==> src/rtl/exc_trace_pkg.sv <==
// Shared record layout for the exception trace buffer: field widths, offsets and the packed record.
// Pure type/constant package; no logic.
package exc_trace_pkg;

  localparam int TS_W    = 32;
  localparam int CAUSE_W = 32;
  localparam int EPC_W   = 32;

  localparam int EPC_LSB   = 0;
  localparam int CAUSE_LSB = EPC_LSB + EPC_W;
  localparam int TS_LSB    = CAUSE_LSB + CAUSE_W;
  localparam int REC_W     = TS_LSB + TS_W;

  typedef struct packed {
    logic [TS_W-1:0]    ts;
    logic [CAUSE_W-1:0] cause;
    logic [EPC_W-1:0]   epc;
  } rec_t;

endpackage

==> src/rtl/exc_fwft_fifo.sv <==
// Synchronous first-word-fall-through FIFO with flush; head visible the cycle after the first push.
// Push is refused when full unless a pop happens in the same cycle; clr overrides push and pop.
module exc_fwft_fifo #(
  parameter int WIDTH = 8,
  parameter int DEPTH = 16
) (
  input  logic                     clk,
  input  logic                     rst_n,
  input  logic                     clr,
  input  logic                     push_vld,
  input  logic [WIDTH-1:0]         push_dat,
  output logic                     pop_vld,
  input  logic                     pop_rdy,
  output logic [WIDTH-1:0]         pop_dat,
  output logic                     full,
  output logic [$clog2(DEPTH):0]   level
);

  localparam int AW = $clog2(DEPTH);
  localparam logic [AW:0] PTR_ONE = 1;

  logic [AW:0]      wr_ptr_q, wr_ptr_d;
  logic [AW:0]      rd_ptr_q, rd_ptr_d;
  logic [WIDTH-1:0] mem_q [DEPTH];
  logic             empty;
  logic             do_push;
  logic             do_pop;

  always_comb begin
    empty    = (wr_ptr_q == rd_ptr_q);
    full     = (wr_ptr_q[AW] != rd_ptr_q[AW]) && (wr_ptr_q[AW-1:0] == rd_ptr_q[AW-1:0]);
    do_pop   = pop_rdy && !empty && !clr;
    do_push  = push_vld && (!full || do_pop) && !clr;
    wr_ptr_d = wr_ptr_q;
    rd_ptr_d = rd_ptr_q;
    if (clr) begin
      wr_ptr_d = '0;
      rd_ptr_d = '0;
    end else begin
      if (do_push) wr_ptr_d = wr_ptr_q + PTR_ONE;
      if (do_pop)  rd_ptr_d = rd_ptr_q + PTR_ONE;
    end
  end

  // Head is forced to zero when empty so stale storage never shows on the read port.
  assign pop_vld = !empty;
  assign pop_dat = empty ? '0 : mem_q[rd_ptr_q[AW-1:0]];
  assign level   = wr_ptr_q - rd_ptr_q;

  always_ff @(posedge clk or negedge rst_n) begin
    if (!rst_n) begin
      wr_ptr_q <= '0;
      rd_ptr_q <= '0;
    end else begin
      wr_ptr_q <= wr_ptr_d;
      rd_ptr_q <= rd_ptr_d;
    end
  end

  always_ff @(posedge clk) begin
    if (do_push) mem_q[wr_ptr_q[AW-1:0]] <= push_dat;
  end

endmodule

==> src/rtl/exc_trace_buf.sv <==
// Exception trace capture: timestamps each new CPU exception into a FWFT FIFO for host drain.
// Latency 2 cycles input->rd_valid; never stalls the core, overflow drops are counted and flagged.
module exc_trace_buf
  import exc_trace_pkg::*;
#(
  parameter int DEPTH  = 16,
  parameter int DROP_W = 16
) (
  input  logic                     clk,
  input  logic                     rst_n,
  input  logic [CAUSE_W-1:0]       cause,
  input  logic [EPC_W-1:0]         EPC,
  input  logic                     clr,
  output logic                     rd_valid,
  input  logic                     rd_ready,
  output logic [TS_W-1:0]          rd_ts,
  output logic [CAUSE_W-1:0]       rd_cause,
  output logic [EPC_W-1:0]         rd_epc,
  output logic [$clog2(DEPTH):0]   level,
  output logic [DROP_W-1:0]        drop_cnt,
  output logic                     ovf
);

  localparam logic [TS_W-1:0]   TS_ONE   = 1;
  localparam logic [DROP_W-1:0] DROP_ONE = 1;

  logic [TS_W-1:0]    ts_q, ts_d;
  logic [CAUSE_W-1:0] cause_q, cause_d, last_cause_q, last_cause_d;
  logic [EPC_W-1:0]   epc_q, epc_d, last_epc_q, last_epc_d;
  logic [DROP_W-1:0]  drop_cnt_q, drop_cnt_d;
  logic               ovf_q, ovf_d;
  logic               evt_vld;
  logic               pop_vld;
  logic               drop;
  logic               fifo_full;
  rec_t               push_rec;
  logic [REC_W-1:0]   pop_dat;

  always_comb begin
    cause_d  = cause;
    epc_d    = EPC;
    evt_vld  = !clr && (cause_q != '0) &&
               ({cause_q, epc_q} != {last_cause_q, last_epc_q});
    pop_vld  = rd_valid && rd_ready;
    drop     = evt_vld && fifo_full && !pop_vld;

    push_rec.ts    = ts_q;
    push_rec.cause = cause_q;
    push_rec.epc   = epc_q;

    // A clean cycle forgets the last exception so an identical one re-triggers.
    last_cause_d = cause_q;
    last_epc_d   = (cause_q == '0) ? '0 : epc_q;
    ts_d         = ts_q + TS_ONE;
    drop_cnt_d   = drop_cnt_q;
    ovf_d        = ovf_q | drop;
    if (drop && (drop_cnt_q != '1)) drop_cnt_d = drop_cnt_q + DROP_ONE;

    if (clr) begin
      last_cause_d = '0;
      last_epc_d   = '0;
      ts_d         = '0;
      drop_cnt_d   = '0;
      ovf_d        = 1'b0;
    end
  end

  always_ff @(posedge clk or negedge rst_n) begin
    if (!rst_n) begin
      ts_q         <= '0;
      cause_q      <= '0;
      epc_q        <= '0;
      last_cause_q <= '0;
      last_epc_q   <= '0;
      drop_cnt_q   <= '0;
      ovf_q        <= 1'b0;
    end else begin
      ts_q         <= ts_d;
      cause_q      <= cause_d;
      epc_q        <= epc_d;
      last_cause_q <= last_cause_d;
      last_epc_q   <= last_epc_d;
      drop_cnt_q   <= drop_cnt_d;
      ovf_q        <= ovf_d;
    end
  end

  exc_fwft_fifo #(
    .WIDTH (REC_W),
    .DEPTH (DEPTH)
  ) u_fifo (
    .clk      (clk),
    .rst_n    (rst_n),
    .clr      (clr),
    .push_vld (evt_vld),
    .push_dat (push_rec),
    .pop_vld  (rd_valid),
    .pop_rdy  (rd_ready),
    .pop_dat  (pop_dat),
    .full     (fifo_full),
    .level    (level)
  );

  assign rd_ts    = pop_dat[TS_LSB +: TS_W];
  assign rd_cause = pop_dat[CAUSE_LSB +: CAUSE_W];
  assign rd_epc   = pop_dat[EPC_LSB +: EPC_W];
  assign drop_cnt = drop_cnt_q;
  assign ovf      = ovf_q;

endmodule

==> config.mk <==
export PLATFORM = sky130hd
export DESIGN_NAME = exc_trace_buf
export DESIGN_NICKNAME = d
export VERILOG_FILES = /design/src/rtl/exc_trace_pkg.sv /design/src/rtl/exc_fwft_fifo.sv /design/src/rtl/exc_trace_buf.sv
export SDC_FILE = /design/constraint.sdc
export NUM_CORES = 2
export LEC_CHECK = 0
export CORE_MARGIN = 5
export CORE_UTILIZATION = 29
export CTS_BUF_LIST = sky130_fd_sc_hd__clkbuf_4 sky130_fd_sc_hd__clkbuf_8
export DETAILED_ROUTE_END_ITERATION = 8
export PLACE_DENSITY_LB_ADDON = 0.05
export SYNTH_ARGS = -nofsm -noshare
export SYNTH_HDL_FRONTEND = slang
export SYNTH_HIERARCHICAL = 1
export SYNTH_SLANG_ARGS = --single-unit
==> constraint.sdc <==
create_clock -name clk -period 10.91 [get_ports clk]
set_clock_uncertainty 0.05 [all_clocks]
set_input_delay 3.273 -clock clk [delete_from_list [all_inputs] [get_ports clk]]
set_output_delay 3.273 -clock clk [all_outputs]
set_load 0.005 [all_outputs]
# Word level (Yosys, flattened, before mapping)
# Memory sizes are Yosys's and may differ from the RTL's.
# Index checks and enable logic that the tools add are counted.
# classes
addsub	5
n_eq_ne	5
muxes	14
n_bitwise	1
reduce_logical	20
# op_table
operator	count
32-bit 2-to-1 mux	4
96-bit 2-to-1 mux	1
64-bit != test	1
32-bit by 1-bit adder with 32-bit output (second input constant)	1
32-bit zero test	1
16-bit 2-to-1 mux	2
32-bit nonzero test	1
5-bit 2-to-1 mux	4
16-bit by 1-bit adder with 16-bit output (second input constant)	1
16-bit != test (second input constant)	1
5-bit by 1-bit adder with 5-bit output (second input constant)	2
1-bit logical AND	10
2-bit nonzero test	3
5-bit equality test	1
5-bit subtractor	1
4-bit equality test	1
1-bit zero test	4
1-bit 2-to-1 mux	3
1-bit logical OR	1
1-bit != test	1
1-bit bitwise OR	1
# word_totals
reg_bits	187
mem_bits_rw	1536
input_bits	68
out_inout_bits	119
wordCells	55
n_memories	1
# mem_list
name	words	width	read_ports	rd_ports_with_merged_regs	wr	line_no	rtl
u_fifo.mem_q	16	96	1	0	1	exc_fwft_fifo.sv:24	logic [WIDTH-1:0] mem_q [DEPTH];

# Logic depth before layout (Yosys ltp)
# depth
word_depth	9
ltp_mapped	17
ltp_nobuf	10

# Modules after synthesis
# The synthesis kept the hierarchy.
# modules_own_cells
module	n_inst	cells_each	area_per_inst_um2	seq_area_each_um2
exc_fwft_fifo	1	2458	58728.8	46374.5
exc_trace_buf	1	562	6896.6	4429.2

# Least setup slack after synthesis
# Ideal clock, no wire load.
# synth_path
kind	input-to-reg
startpoint	in clr
endpoint	mem u_fifo/mem_q[15][0] (netlist name) (enable)
setup_time_ns	0.786
arrival_time_ns	13.427
required_time_ns	10.074
path_slack_ns	-3.353
stages	7
path_buffers	2
cell_sequence	inv_1 o21a_2 clkbuf_1 and2_1 o31ai_4 clkbuf_1 nor4_1
# synth_via
elab_chain_cells	7
word_cells_on_any_way	9
cone_classes	mux: 2; reduce/logical: 7
# synth_lines
element	line_no	rtl
start, declared	exc_trace_buf.sv:13	input logic clr,
1-bit zero test	exc_trace_buf.sv:42	evt_vld = !clr && (cause_q != '0) &&
1-bit logical AND (2 in series)	exc_trace_buf.sv:42	
net evt_vld	exc_trace_buf.sv:32	logic evt_vld;
1-bit logical AND (2 in series)	exc_fwft_fifo.sv:33	do_push = push_vld && (!full || do_pop) && !clr;
1-bit 2-to-1 mux	exc_fwft_fifo.sv:61	if (do_push) mem_q[wr_ptr_q[AW-1:0]] <= push_dat;
1-bit 2-to-1 mux (not written as such)	exc_fwft_fifo.sv:61	
end, declared	exc_fwft_fifo.sv:24	
# The timed path passes the listed nets, and every way through them passes these cells.

# Final worst setup path
# layout_path
startpoint	reg u_fifo.rd_ptr_q[3]
endpoint	out rd_epc[15]
# layout_via
elab_chain_cells	2
word_cells_on_any_way	3
cone_classes	eq/ne: 1; mux: 1; memory: 1
# layout_lines
element	line_no	rtl
start, declared	exc_fwft_fifo.sv:23	logic [AW:0] rd_ptr_q, rd_ptr_d;
start signal, assigned	exc_fwft_fifo.sv:56	rd_ptr_q <= rd_ptr_d;
memory read 16 x 96 bit / 5-bit equality test (equally long branches)	--	
96-bit 2-to-1 mux *	exc_fwft_fifo.sv:47	assign pop_dat = empty ? '0 : mem_q[rd_ptr_q[AW-1:0]];
end, declared	exc_trace_buf.sv:18	output logic [EPC_W-1:0] rd_epc,
# Every way passes the cells marked *; elsewhere a longest branch is shown, timed or not.

==> impl_results.md <==
* CTS clk-pin slew, worst paths at 0.06 ns
* Pwr/cell area at 198.4 mW/mm^2
* Post-CTS Resized at 0
* Syn_area_per_cell at 21.73 sq um
* Gr ovfl total at 0
* H-tree level count at 5
* Synth area leaders: edfxtp_1 (70%), mux4_2 (13%), dfrtp_1 (7.1%)
* Global placement routability congestion at 0.7004
* Die X at 485.7 um
* Critical Path AT at 6.13 ns
* First-pass GRT wire length at 272800 um
* WL final at 193000 um
* Reg2Reg Capture Point: drop_cnt[1]$_DFFE_PN0P_
* CTS Sinks at 1723
* Share of layout cells above drive strength 1 at 27.53%
* Flop-to-flop setup slack at 5.07 ns
* Core area at 0.2251 sq mm
* Drt pass-1 iters at 5
* Syn_nets at 3100
* Buffers on Ports at 186
* All-Layer GR Usage at 16.26%
* Hold path startpoint: drop_cnt[13]$_DFFE_PN0P_
* Initial Utilization at 29.15%
* Ys Warns at 6
* Tot Pwr at 0.01543 W
* Count leader, synth: edfxtp_1
* Status: complete, no violations
* Pre-CTS setup slack at 2.394 ns
* Final period util at 86.63%
* Hpwl dp at 102200 um
* Via Count at 32480
* Worst reg-to-reg path cell count at 12
* Critical Path RT at 7.59 ns
* Cell depth of the worst hold path at 1
* Syn Std Cell Area at 0.06563 sq mm
* Area Overhead vs Synth at 18.48%
* Post-detailed-route DRC marker count at 0
* Clk_lat worst skew at 1.04 ns
* CTS Root Cell: clkbuf_8
* Die area at 0.2359 sq mm
* RSZ-0062 raised after global routing: false
* Final hold vios at 0
* Netlist cell types at 61
* Sequential share of the synthesized area at 77.41%
* Critical Path Fanout Max at 64
* CTS max path bufs at 4
* Via density at 4.842
* Largest net degree at the start of global routing at 114
* Total of max-cap violations at 0
* End of the worst hold path: drop_cnt[13]$_DFFE_PN0P_
* Num rows at 174
* Vias in the first global route at 35710
* Sw power at 0.003740 W
* Synth area leader: edfxtp_1
* Peak VDD IR at 0.1330 mV
* Die Y at 485.7 um
* Reg-to-reg startpoint: u_fifo/rd_ptr_q[3]$_DFFE_PN0P_
* TritonCTS clock tree: yes
* Finished Layout Cells at 6707
* Top FF cell, synth: edfxtp_1
* Quantity of hold-fixing buffers added after cts at 0
* Share of synthesized registers carrying an async set or reset at 10.85%
* Wire length per cell at 28.77 um
* Number of buffers created by CTS at 325
* Minimum clock period at 9.451 ns
* Placed cell area at 0.07140 sq mm
* Clock power share at 40.0%
* Pins Over Slew Limit at 0
* Antenna Violating Nets Remaining at 0
* Leakage power at 25.16 nW
* Post-Syn Instances at 3020
* Max Freq at 105.8 MHz
* Worst Tran Pin Value at 1.284 ns
* Final setup violation count at 0
* DP Cell Count at 6129
* Initial DRC count at 1851
* Synth top cells by count: edfxtp_1 (1536), mux4_2 (382), dfrtp_1 (187)
* Switching Share at 24.24%
* Fin worst setup slack at 1.459 ns
* Combinational power share at 12.3%
* I/O Pins at 187
* Hold Path Class: flip-flop to flip-flop
* Part of the power in registers at 47.6%
* Hold slack at 0.4407 ns
* Fillers at 21150
* P_int at 0.01169 W
* Setup bufs post-CTS at 0
* Fin area at 0.07775 sq mm
* Crit end category: output port
* Post-synth top area share at 70.28%
* Flops & latches, synth at 1723
* Max transition margin at 14.15%
* Nets@finish at 3544
* CP Class: flip-flop to output port
* Initial antenna violation count at 15
* CP Launch Type: flip-flop
* Post-synth EDFFs at 1536
[area by class of cell]
cell class | count | area (sq um) | share of cell area [%]
antenna | 6 | 15.01 | 0.01931
clock buffer | 466 | 5663 | 7.283
clock inverter | 106 | 670.6 | 0.8625
inverter | 22 | 87.58 | 0.1126
multi-input combinational | 1121 | 14140 | 18.19
sequential | 1723 | 50820 | 65.36
tap | 2992 | 3744 | 4.815
timing repair buffer | 271 | 2615 | 3.363
[placed cells by master, fill, tap and decap left out, types with 9 or more instances in the layout]
cell	instances
a221o_1	95
and2_1	33
nor4_1	14
clkbuf_8	346
nor2_1	49
mux2i_1	101
buf_4	77
nand2_1	30
buf_12	9
xnor2_1	81
nor3_2	9
and3_1	9
edfxtp_1	1536
dfrtp_1	183
a21oi_1	15
mux4_2	382
o21ai_0	11
clkinv_1	62
or3_1	9
nor2b_1	36
clkinv_2	30
clkbuf_4	120
nand3_1	26
inv_1	19
ha_1	11
nor3_1	100
xor2_1	15
clkdlybuf4s50_1	184
nand4_1	29
[per-layer routing]
layer,vias to the layer above,track usage (%),wire length [um]
met4,0,4.460,4445
met5,-,0,0
met1,17800,22.09,86600
met2,818,26.64,92700
li1,13540,-,-
met3,317,3.367,9201
[through the flow]
step | TNS (ns) | utilization, %
2_1_floorplan | -543.85 | -
4_1_cts | 0 | 34.53
3_5_place_dp | 0 | 31.72
3_3_place_gp | 0 | 31.72
6_report | 0 | 34.54
5_1_grt | 0 | 34.53
[flip-flops by register name, indices dropped and copies added (netlist names)]
register and count:
ts_q 32, ovf 1, u_fifo/wr_ptr_q 5, cause_q 32, drop_cnt 16, u_fifo/mem_q 1536
last_epc_q 32, u_fifo/rd_ptr_q 5, epc_q 32, last_cause_q 32
[critical path, cell delays in order (launching register included)]
cell and delay (ns):
dfrtp_4 1.11, inv_2 0.27, ha_1 0.46, nand4_2 0.26, nor2_4 0.20, buf_4 0.53, buf_4 1.00, nor3_1 0.36
a221o_1 0.42, clkdlybuf4s50_1 0.48
[cell families after synthesis]
kind of cell	after synthesis	synth area share (%)
buffers and inverters	176	1.199
multiplexers	485	14.69
adder cells (fa/ha/maj)	12	0.2402
XOR/XNOR	97	1.306
AO/OA/AOI/OAI	156	2.097
flip-flops	1723	77.41
AND/OR/NAND/NOR	371	3.052
[power groups by stage]
| stage | Combinational (W) | Sequential (W) | Clock (W) |
|---|---|---|---|
| after floorplan | 0.00118 | 0.00743 | 0 |
| after global placement | 0.00197 | 0.00748 | 0 |
| final | 0.00190 | 0.00735 | 0.00617 |
| after global routing | 0.00206 | 0.00736 | 0.00674 |
| after detailed placement | 0.00196 | 0.00749 | 0 |
| after CTS | 0.00197 | 0.00735 | 0.00642 |
[how the worst max path moves through the flow]
| stage | start | end | slack, ns | cells past startpoint |
|---|---|---|---|---|
| CTS | u_fifo/rd_ptr_q[1]$_DFFE_PN0P_ | rd_epc[15] | 1.21 | 9 |
| floorplan | clr | u_fifo/mem_q[0][0]$_DFFE_PP_ | -0.73 | 7 |
| detailed placement | u_fifo/rd_ptr_q[1]$_DFFE_PN0P_ | rd_epc[15] | 2.39 | 9 |
| global placement | u_fifo/rd_ptr_q[3]$_DFFE_PN0P_ | rd_epc[15] | 2.47 | 9 |
| global route | u_fifo/rd_ptr_q[3]$_DFFE_PN0P_ | rd_epc[15] | 1.13 | 9 |
| finish | u_fifo/rd_ptr_q[3]$_DFFE_PN0P_ | rd_epc[15] | 1.46 | 9 |
Power figures use the tool's default switching activity.
